File: config.mk
export PLATFORM = sky130hd
export DESIGN_NAME = wb_arbiter
export DESIGN_NICKNAME = d
export VERILOG_FILES = /design/src/rtl/wb_arbiter.sv
export SDC_FILE = /design/constraint.sdc
export NUM_CORES = 1
export LEC_CHECK = 0
export CAP_MARGIN = 20
export CELL_PAD_IN_SITES_DETAIL_PLACEMENT = 0
export CELL_PAD_IN_SITES_GLOBAL_PLACEMENT = 1
export CORE_ASPECT_RATIO = 0.7
export CORE_MARGIN = 2
export CORE_UTILIZATION = 49
export CTS_BUF_LIST = sky130_fd_sc_hd__clkbuf_8
export CTS_CLUSTER_SIZE = 10
export DETAILED_ROUTE_END_ITERATION = 7
export GPL_TIMING_DRIVEN = 0
export PLACE_DENSITY_LB_ADDON = 0.1
export SYNTH_ARGS = -nofsm -noshare
export SYNTH_HDL_FRONTEND = slang
export SYNTH_SLANG_ARGS = --single-unit
File: constraint.sdc
create_clock -name clk -period 6.2 [get_ports clk]
set_input_delay 1.24 -clock clk [delete_from_list [all_inputs] [get_ports clk]]
set_output_delay 1.24 -clock clk [all_outputs]
set_load 0.01 [all_outputs]
File: src/rtl/wb_arbiter.sv
// Write-back arbiter for the single register-file write port.
// ALU results queue in an in-order FIFO; load results arrive on a
// valid/ready handshake and normally win, bounded by a starvation counter.
module wb_arbiter #(
  parameter int unsigned DEPTH      = 4,
  parameter int unsigned STARVE_MAX = 3
) (
  input  logic        clk,
  input  logic        rst_n,
  input  logic        alu_valid,
  output logic        alu_ready,
  input  logic [4:0]  alu_rd,
  input  logic [31:0] alu_data,
  input  logic        mem_valid,
  output logic        mem_ready,
  input  logic [4:0]  mem_rd,
  input  logic [31:0] mem_data,
  output logic        rf_we,
  output logic [4:0]  rf_wr,
  output logic [31:0] rf_wd,
  output logic [31:0] pend_mask,
  output logic        busy
);

  localparam int unsigned AW = (DEPTH > 1) ? $clog2(DEPTH) : 1;
  localparam int unsigned SW = (STARVE_MAX > 0) ? $clog2(STARVE_MAX + 1) : 1;

  logic [4:0]    q_rd   [DEPTH];
  logic [31:0]   q_data [DEPTH];
  logic [AW-1:0] rptr, wptr;
  logic [AW:0]   count;
  logic [SW-1:0] starve;

  logic          fifo_empty, fifo_full;
  logic          haz, force_alu;
  logic          alu_push, mem_take, alu_pop;
  logic [31:0]   fifo_mask;

  assign fifo_empty = (count == '0);
  assign fifo_full  = (count == (AW+1)'(DEPTH));
  assign force_alu  = (starve == SW'(STARVE_MAX)) && !fifo_empty;

  assign alu_ready  = !fifo_full;
  assign mem_ready  = mem_valid && !haz && !force_alu;

  assign alu_push   = alu_valid && alu_ready;
  assign mem_take   = mem_valid && mem_ready;
  assign alu_pop    = !mem_take && !fifo_empty;

  assign busy       = !fifo_empty || rf_we;

  // Occupancy scan: pending-destination mask of valid entries and load hazard.
  always_comb begin
    logic [AW-1:0] off;
    fifo_mask = '0;
    haz       = 1'b0;
    for (int unsigned i = 0; i < DEPTH; i++) begin
      off = AW'(i) - rptr;
      if ({1'b0, off} < count) begin
        fifo_mask = fifo_mask | (32'd1 << q_rd[i]);
        if (mem_rd != '0 && q_rd[i] == mem_rd)
          haz = 1'b1;
      end
    end
  end

  // Pending mask from state only; x0 never reported.
  always_comb begin
    pend_mask = fifo_mask;
    if (rf_we)
      pend_mask = pend_mask | (32'd1 << rf_wr);
    pend_mask[0] = 1'b0;
  end

  // FIFO storage, pointers, starvation counter and registered write port.
  always_ff @(posedge clk or negedge rst_n) begin
    if (!rst_n) begin
      for (int unsigned i = 0; i < DEPTH; i++) begin
        q_rd[i]   <= '0;
        q_data[i] <= '0;
      end
      rptr   <= '0;
      wptr   <= '0;
      count  <= '0;
      starve <= '0;
      rf_we  <= 1'b0;
      rf_wr  <= '0;
      rf_wd  <= '0;
    end else begin
      if (alu_push) begin
        q_rd[wptr]   <= alu_rd;
        q_data[wptr] <= alu_data;
        wptr         <= wptr + 1'b1;
      end
      if (alu_pop)
        rptr <= rptr + 1'b1;
      count <= count + (AW+1)'(alu_push) - (AW+1)'(alu_pop);

      if (mem_take) begin
        rf_we <= (mem_rd != '0);
        rf_wr <= mem_rd;
        rf_wd <= mem_data;
      end else if (alu_pop) begin
        rf_we <= (q_rd[rptr] != '0);
        rf_wr <= q_rd[rptr];
        rf_wd <= q_data[rptr];
      end else begin
        rf_we <= 1'b0;
      end

      if (alu_pop || fifo_empty)
        starve <= '0;
      else if (mem_take && starve != SW'(STARVE_MAX))
        starve <= starve + 1'b1;
    end
  end

endmodule
==> impl_metrics.env, run 1 <==
export IMPL_reg2reg_slack_ps=1780
export IMPL_antenna_found_initial=1
export IMPL_setup_viol=0
export IMPL_synth_top_area_frac=0.449
export IMPL_clkPwrFrac=0.116
export IMPL_outcome="complete, no violations"
export IMPL_fmax_ghz=0.167
export IMPL_port_buffers=144
export IMPL_avgRoutedWirePerCell_um=21.7
export IMPL_cp_end_kind="primary output"
export IMPL_r2r_start="rptr[1]"
export IMPL_path_max_fanout=10
export IMPL_vias=7931
export IMPL_dpl_hpwl_um=21400
export IMPL_drv_cap=0
export IMPL_nNetsFinal=1164
export IMPL_viasPerCell=5.79
export IMPL_routed_wl_um=29600
export IMPL_yosysUniqueCellTypes=69
export IMPL_io_pins=151
export IMPL_ys_warn_count=0
export IMPL_tightest_slew_ps=766
export IMPL_route_met2_wl_um=12400
export IMPL_track_usage=0.261
export IMPL_multi_input_area_um2=5540
export IMPL_worstPathArrival_ps=4730
export IMPL_drive_gt1_frac=0.266
export IMPL_dieArea_um2=23400
export IMPL_top_layer_used="met4"
export IMPL_cts_buffers=17
export IMPL_grt_ovfl_total=0
export IMPL_cts_htree_levels=4
export IMPL_grt_pass1_wl_um=46000
export IMPL_cts_sinks=195
export IMPL_intPower_mw=4.65
export IMPL_dieWidth_um=182
export IMPL_rows=45
export IMPL_drc=0
export IMPL_finalClockSkew_ps=8.13
export IMPL_clkSlewWorstSetupHoldPaths_ps=100
export IMPL_final_cells=1369
export IMPL_synth_ff_type="dfrtp_1"
export IMPL_reg2reg_to="count[2]"
export IMPL_rsz0062_at_grt="false"
export IMPL_synthCells=909
export IMPL_slew_viol_final=0
export IMPL_post_place_cells=1337
export IMPL_critPathBufInv=4
export IMPL_reg2reg_depth=16
export IMPL_pwr_density_cell_nw_per_um2=584
export IMPL_slew_headroom=0.488
export IMPL_grt_max_degree=123
export IMPL_crit_type="reg -> out"
export IMPL_drt_iter0_drc=626
export IMPL_crit_required_ps=4960
export IMPL_gp_congestion=1.01
export IMPL_fin_crit_sh=0.963
export IMPL_synth_edff_count=0
export IMPL_clk_latency_ps=480
export IMPL_crit_chain="clkbuf_2 -> buf_1 -> xnor2_1 -> inv_1 -> ha_1 -> a31oi_4 -> nand2_1 -> or3_1 -> o32ai_1 -> a311o_1 -> clkdlybuf4s50_1"
export IMPL_syn_to_final_growth_pct=20.9
export IMPL_final_common_cell="dfrtp_1"
export IMPL_hold_buffers=0
export IMPL_final_cell_mix="195 x dfrtp_1, 143 x clkdlybuf4s50_1, 142 x mux2_2"
export IMPL_avgSynthCellArea_um2=12.0
export IMPL_grt_pass1_vias=8017
export IMPL_p_comb_frac=0.581
export IMPL_dr_pass1_iters=5
export IMPL_p_total_mw=7.67
export IMPL_vdd_drop_max_mv=0.269
export IMPL_p_leak_nw=5.56
export IMPL_coreArea_um2=21700
export IMPL_synth_largest_area_cell="dfrtp_1"
export IMPL_crit_family="buffers and inverters"
export IMPL_period_needed_ps=5970
export IMPL_synth_seq_area_share=0.449
export IMPL_synth_seq_cells=195
export IMPL_power_switching_mw=3.02
export IMPL_seqPwrFrac=0.303
export IMPL_cp_start_kind="flop"
export IMPL_regArea_um2=4880
export IMPL_hold_path_startpoint="starve[0]"
export IMPL_hold_path_class="reg -> reg"
export IMPL_die_height_um=129
export IMPL_yosys_top_cells_area="dfrtp_1 45%, mux2_2 15%, mux4_2 7.7%"
export IMPL_final_antenna_net_count=0
export IMPL_synthArstFlopShare=1.00
export IMPL_root_buffer="clkbuf_8"
export IMPL_syn_num_nets=999
export IMPL_m1WireLength_um=14700
export IMPL_hold_viol=0
export IMPL_p_sw_frac=0.394
export IMPL_crit_cells=11
export IMPL_cpPeakStageDelay_ps=550
export IMPL_nFillCells=1812
export IMPL_syn_area_um2=10900
export IMPL_critPathSlowestCell="o32ai_1"
export IMPL_start_util=0.500
export IMPL_cts_tree="built"
export IMPL_met3_length_um=2240
export IMPL_hold_end="starve[0]"
export IMPL_holdPathStages=1
export IMPL_cts_buffer_depth=2
cells in the mapped netlist, drive strengths merged (9+ instances only):
cell type / count
nand3: 20
dfrtp: 195
o22ai: 14
xnor2: 11
clkbuf: 31
nand2: 140
mux4: 37
a21oi: 11
o211ai: 9
nand2b: 15
buf: 32
xor2: 13
nor3: 16
nor2: 31
inv: 14
o21ai: 12
nor2b: 20
mux2: 180
ha: 11
registers in the layout, indices dropped and copies added (netlist names):
register / count
count: 3
q_rd: 20
wptr: 2
rf_wr: 5
rf_we: 1
q_data: 128
starve: 2
rptr: 2
rf_wd: 32
worst max-delay path by stage:
stage	slack, ps	startpoint	end
after floorplan	2180	rptr[1]	pend_mask[2]
after global placement	-4410	rst_n	rf_wd[7]
after detailed placement	500	rptr[1]	pend_mask[6]
after CTS	120	rptr[1]	pend_mask[16]
after global routing	100	rptr[1]	pend_mask[16]
final	230	rptr[1]	pend_mask[16]
metrics by stage:
step / setup TNS, ps / setup slack, ps / hold WS (ps) / utilization / cell area, µm²
global placement: -853170 / -4410 / 434 / 0.582 / 12700
finish: 0 / 228 / 458 / 0.604 / 13100
detailed placement: 0 / 499 / 437 / 0.584 / 12700
floorplan: 0 / 2180 / 419 / - / 10900
CTS: 0 / 118 / 451 / 0.604 / 13100
global route: 0 / 95.5 / 466 / 0.604 / 13100
timing repair:
| item | in CTS | in global routing |
|---|---|---|
| buffers inserted | 0 | 0 |
| gates resized for setup | 1 | 1 |
| pin swaps | 0 | 0 |
| endpoints found under the setup margin | 2 | 11 |
metal layers:
metal,vias to the layer above,global-route usage
li1,3618,-
met1,3987,0.400
met2,299,0.370
met3,27,0.0693
met4,0,0.0593
met5,-,0
worst register-to-register path: cells and delay by family, from the launching register on:
kind	cells	cell delay, ps
buffers and inverters	5	1290
adders and majority gates	4	1040
AOI/OAI and AO/OA	3	830
and+or+nand+nor	3	540
DFF	1	470
xor gates and xnor gates	1	140
power by group through the flow:
stage               clock network (mW)  logic [mW]  registers, mW
floorplan                            0        2.97           2.28
global placement                     0        4.38           2.32
detailed placement                   0        4.42           2.34
CTS                              0.915        4.44           2.32
global route                     0.964        4.78           2.41
finish                           0.893        4.46           2.32
layout make-up:
class | count | share of cell area
tap | 282 | 0.0269
timing repair buffer | 146 | 0.113
sequential | 195 | 0.371
clock inverter | 9 | 0.00972
multi-input combinational | 637 | 0.422
buffer | 63 | 0.0301
inverter | 14 | 0.00400
antenna | 1 | 0.000190
clock buffer | 22 | 0.0230
cells by family after synthesis:
group | count (synthesis) | share of synthesized area
AND/OR/NAND/NOR | 280 | 0.129
multiplexers | 222 | 0.278
flip-flops | 195 | 0.449
AO/OA/AOI/OAI | 98 | 0.0692
buffers and inverters | 77 | 0.0411
XOR/XNOR | 24 | 0.0193
adder cells (fa/ha/maj) | 12 | 0.0145
other | 1 | 0.000345
(Power assumes the default switching activity.)
==> run 2, diff against run 1 <==
--- a/config.mk
+++ b/config.mk
@@ -15,7 +15,7 @@
 export CTS_CLUSTER_SIZE = 10
 export DETAILED_ROUTE_END_ITERATION = 7
 export GPL_TIMING_DRIVEN = 0
-export PLACE_DENSITY_LB_ADDON = 0.1
+export PLACE_DENSITY_LB_ADDON = 0.2
 export SYNTH_ARGS = -nofsm -noshare
 export SYNTH_HDL_FRONTEND = slang
 export SYNTH_SLANG_ARGS = --single-unit
==> impl_metrics.env, run 2 (synthesis results as in run 1) <==
export IMPL_outcome="complete, no violations"
export IMPL_io_pins=151
export IMPL_cts_htree_levels=4
export IMPL_avgRoutedWirePerCell_um=22.6
export IMPL_fmax_ghz=0.171
export IMPL_worst_slack_ps=348
export IMPL_tightest_slew_ps=808
export IMPL_nNetsFinal=1163
export IMPL_start_util=0.500
export IMPL_drc=0
export IMPL_final_cells=1368
export IMPL_cts_tree="built"
export IMPL_vdd_drop_max_mv=0.255
export IMPL_grt_pass1_vias=7865
export IMPL_root_buffer="clkbuf_8"
export IMPL_nFillCells=1799
export IMPL_antennaDiodeCount=0
export IMPL_final_cell_mix="195 x dfrtp_1, 143 x clkdlybuf4s50_1, 142 x mux2_2"
export IMPL_hold_buffers=0
export IMPL_hold_path_class="reg -> reg"
export IMPL_cts_buffers=17
export IMPL_crit_required_ps=4960
export IMPL_holdPathStages=1
export IMPL_gp_congestion=0.964
export IMPL_cts_buffer_depth=2
export IMPL_ctsResizeCount=0
export IMPL_fin_crit_sh=0.944
export IMPL_reg2reg_depth=17
export IMPL_slew_headroom=0.460
export IMPL_p_leak_nw=5.55
export IMPL_routed_wl_um=30900
export IMPL_pwr_density_cell_nw_per_um2=589
export IMPL_coreArea_um2=21700
export IMPL_drv_cap=0
export IMPL_final_antenna_net_count=0
export IMPL_dr_pass1_iters=6
export IMPL_viasPerCell=5.92
export IMPL_period_needed_ps=5850
export IMPL_largest_register_ff_count=128
export IMPL_track_usage=0.270
export IMPL_rows=45
export IMPL_post_place_cells=1337
export IMPL_syn_to_final_growth_pct=20.8
export IMPL_largestRegisters="q_data (128), rf_wd (32), q_rd (20)"
export IMPL_clkSlewWorstSetupHoldPaths_ps=100
export IMPL_port_buffers=144
export IMPL_max_flop_register="q_data"
export IMPL_die_height_um=129
export IMPL_postCtsSetupBuffers=0
export IMPL_clk_latency_ps=490
export IMPL_antenna_found_initial=0
export IMPL_drive_gt1_frac=0.268
export IMPL_dpl_hpwl_um=22600
export IMPL_grt_pass1_wl_um=47100
export IMPL_rsz0062_at_grt="false"
export IMPL_path_max_fanout=10
export IMPL_crit_type="reg -> out"
export IMPL_cp_start_kind="flop"
export IMPL_cts_sinks=195
export IMPL_dieArea_um2=23400
export IMPL_final_common_cell="dfrtp_1"
export IMPL_vias=8095
export IMPL_grt_ovfl_total=0
export IMPL_grt_max_degree=101
export IMPL_setup_viol=0
export IMPL_cp_end_kind="primary output"
export IMPL_dp_slack_ps=598
export IMPL_slew_viol_final=0
export IMPL_finalClockSkew_ps=14.7
export IMPL_hold_viol=0
export IMPL_dieWidth_um=182
export IMPL_worstPathArrival_ps=4610
export IMPL_drt_iter0_drc=626
-- run 2: cell count changes in the layout (fill, tap and decap cells not counted), sizes merged --
cell    delta
clkbuf     -4
diode      -1
buf        -1
inv        +5
-- run 2: per-stage QoR --
stage                     area, µm²  hold WS (ps)  setup TNS (ps)  total power [mW]   util
after global routing          13100           487               0              8.20  0.604
after CTS                     13100           464               0              7.71  0.604
after floorplan               10900           419               0              5.25      -
after detailed placement      12700           446               0              6.81  0.585
after global placement        12700           439         -855480              6.77  0.582
final                         13100           457               0              7.72  0.604
-- run 2: power by group --
| part | switching [mW] | internal, mW |
|---|---|---|
| clock | 0.477 | 0.416 |
| sequential | 0.385 | 1.93 |
| combinational | 2.24 | 2.27 |
-- run 2: layout make-up --
| class | instances | area, µm² | share of cell area |
|---|---|---|---|
| timing repair buffer | 146 | 1480 | 0.113 |
| sequential | 195 | 4880 | 0.372 |
| tap | 282 | 353 | 0.0269 |
| inverter | 14 | 52.6 | 0.00400 |
| buffer | 62 | 392 | 0.0298 |
| clock inverter | 14 | 175 | 0.0133 |
| multi-input combinational | 637 | 5540 | 0.422 |
| clock buffer | 18 | 248 | 0.0189 |
-- run 2: worst paths after layout --
check | start | endpoint | slack, ps
max | rptr[0] | pend_mask[16] | 350
min | starve[0] | starve[0] | 460
max reg2reg | rptr[0] | count[2] | 1950
min reg2reg | starve[0] | starve[0] | 460
max in group asynchronous | rst_n | q_data[70] | 4490
min in group asynchronous | rst_n | rf_wd[29] | 730
-- run 2: layer usage --
metal  GRT usage  vias up  routed length, µm
met5           0        -                  0
met4      0.0602        0                394
met3      0.0776       28               2770
met2       0.363      306              12400
met1       0.428     4138              15300
li1            -     3623                  -
-- run 2: critical path: stages (launching register included) --
cell and delay (ps):
dfrtp_1 350, buf_6 150, buf_2 350, buf_2 380, xnor2_1 210, inv_1 70
ha_1 310, a31oi_4 300, nand2_1 140, or3_1 460, o32ai_1 640, a311o_1 220
clkdlybuf4s50_1 540
==> run 3, diff against run 2 <==
--- a/config.mk
+++ b/config.mk
@@ -10,12 +10,13 @@
 export CELL_PAD_IN_SITES_GLOBAL_PLACEMENT = 1
 export CORE_ASPECT_RATIO = 0.7
 export CORE_MARGIN = 2
-export CORE_UTILIZATION = 49
+export CORE_UTILIZATION = 41
 export CTS_BUF_LIST = sky130_fd_sc_hd__clkbuf_8
 export CTS_CLUSTER_SIZE = 10
 export DETAILED_ROUTE_END_ITERATION = 7
 export GPL_TIMING_DRIVEN = 0
 export PLACE_DENSITY_LB_ADDON = 0.2
+export SKIP_CTS_REPAIR_TIMING = 1
 export SYNTH_ARGS = -nofsm -noshare
 export SYNTH_HDL_FRONTEND = slang
 export SYNTH_SLANG_ARGS = --single-unit
==> constraint.sdc (replaced) <==
create_clock -name clk -period 5.35 [get_ports clk]
set_input_delay 1.07 -clock clk [delete_from_list [all_inputs] [get_ports clk]]
set_output_delay 1.07 -clock clk [all_outputs]
set_load 0.01 [all_outputs]
==> impl_metrics.env, run 3 (synthesis results as in run 1) <==
export IMPL_path_max_fanout=10
export IMPL_fin_crit_sh=0.965
export IMPL_cts_tree="built"
export IMPL_max_flop_register="q_data"
export IMPL_cts_htree_levels=4
export IMPL_intPower_mw=5.30
export IMPL_io_pins=151
export IMPL_cts_sinks=195
export IMPL_grt_max_degree=102
export IMPL_drive_gt1_frac=0.267
export IMPL_power_switching_mw=3.61
export IMPL_port_buffers=144
export IMPL_reg2reg_depth=16
export IMPL_antenna_found_initial=0
export IMPL_vdd_drop_max_mv=0.275
export IMPL_largest_register_ff_count=128
export IMPL_finalClockSkew_ps=13.7
export IMPL_dieWidth_um=199
export IMPL_pwr_density_cell_nw_per_um2=675
export IMPL_clkSlewWorstSetupHoldPaths_ps=90
export IMPL_syn_to_final_growth_pct=21.5
export IMPL_coreArea_um2=25900
export IMPL_dp_slack_ps=-97.2
export IMPL_dr_pass1_iters=5
export IMPL_gp_congestion=0.968
export IMPL_p_total_mw=8.91
export IMPL_cts_buffers=17
export IMPL_cp_end_kind="primary output"
export IMPL_p_comb_frac=0.594
export IMPL_routed_wl_um=31700
export IMPL_grt_ovfl_total=0
export IMPL_clk_latency_ps=470
export IMPL_avgRoutedWirePerCell_um=22.0
export IMPL_post_place_cells=1412
export IMPL_p_sw_frac=0.405
export IMPL_drv_cap=0
export IMPL_grt_pass1_vias=8076
export IMPL_worst_slack_ps=185
export IMPL_slew_headroom=0.377
export IMPL_rsz0062_at_grt="false"
export IMPL_final_common_cell="dfrtp_1"
export IMPL_vias=8036
export IMPL_track_usage=0.232
export IMPL_seqPwrFrac=0.302
export IMPL_nNetsFinal=1164
export IMPL_hold_path_class="reg -> reg"
export IMPL_clkPwrFrac=0.104
export IMPL_dieArea_um2=27800
export IMPL_period_needed_ps=5170
export IMPL_crit_required_ps=4280
export IMPL_root_buffer="clkbuf_8"
export IMPL_cp_start_kind="flop"
export IMPL_reg2reg_slack_ps=1210
export IMPL_slew_viol_final=0
export IMPL_worstPathArrival_ps=4100
export IMPL_tightest_slew_ps=930
export IMPL_drc=0
export IMPL_whs_ps=469
export IMPL_grt_pass1_wl_um=48500
export IMPL_outcome="complete, no violations"
export IMPL_die_height_um=140
export IMPL_largestRegisters="q_data (128), rf_wd (32), q_rd (20)"
export IMPL_final_cell_mix="195 x dfrtp_1, 143 x clkdlybuf4s50_1, 142 x mux2_2"
export IMPL_hold_viol=0
export IMPL_rows=49
export IMPL_drt_iter0_drc=732
export IMPL_dpl_hpwl_um=23500
export IMPL_cts_buffer_depth=2
export IMPL_setup_viol=0
export IMPL_antennaDiodeCount=0
export IMPL_final_antenna_net_count=0
export IMPL_final_cells=1443
export IMPL_start_util=0.420
export IMPL_p_leak_nw=5.55
export IMPL_fmax_ghz=0.194
export IMPL_viasPerCell=5.57
export IMPL_holdPathStages=1
export IMPL_crit_type="reg -> out"
## run 3: through the flow
step | instance area [µm²] | setup TNS (ps) | utilization
floorplan | 10900 | 0 | -
global placement | 12800 | -1012750 | 0.493
detailed placement | 12800 | -122 | 0.495
CTS | 13200 | -10540 | 0.509
global route | 13200 | 0 | 0.510
finish | 13200 | 0 | 0.510
## run 3: final timing paths
check / from / to
min reg2reg: starve[0] / starve[0]
max reg2reg: rptr[1] / count[2]
max in group asynchronous: rst_n / rf_wd[11]
max: rptr[1] / pend_mask[16]
min: starve[0] / starve[0]
min in group asynchronous: rst_n / rf_wd[28]
## run 3: layout make-up
type | instances | area [µm²]
clock buffers | 17 | 234
fillers | 2357 | 12700
plain buffers | 63 | 407
repair buffers | 146 | 1480
flip-flops and latches | 195 | 4880
inverters | 14 | 52.6
clock inverters | 14 | 126
multi-input cells | 637 | 5570
well taps | 357 | 447
## run 3: worst max-delay path, cell delays in order (launching register included)
cell,delay [ps]
dfrtp_1,460
clkbuf_4,300
clkbuf_4,280
xnor2_1,170
inv_1,70
ha_1,180
nor2b_1,150
a31oi_4,260
nand2_1,130
or3_1,500
o32ai_4,370
a311o_1,210
clkdlybuf4s50_1,540
## run 3: power by group through the flow
stage / Combinational [mW] / Clock [mW] / Sequential [mW]
2_1_floorplan: 3.44 / 0 / 2.64
3_3_place_gp: 5.19 / 0 / 2.70
3_5_place_dp: 5.20 / 0 / 2.71
4_1_cts: 5.21 / 0.954 / 2.69
5_1_grt: 5.67 / 1.01 / 2.79
6_report: 5.30 / 0.924 / 2.69
## run 3: layer usage
metal,GRT usage,vias to the layer above,share of wire
met5,0,-,0
met2,0.296,313,0.39
met1,0.372,4059,0.51
li1,-,3635,-
met3,0.0773,29,0.091
met4,0.0444,0,0.0083
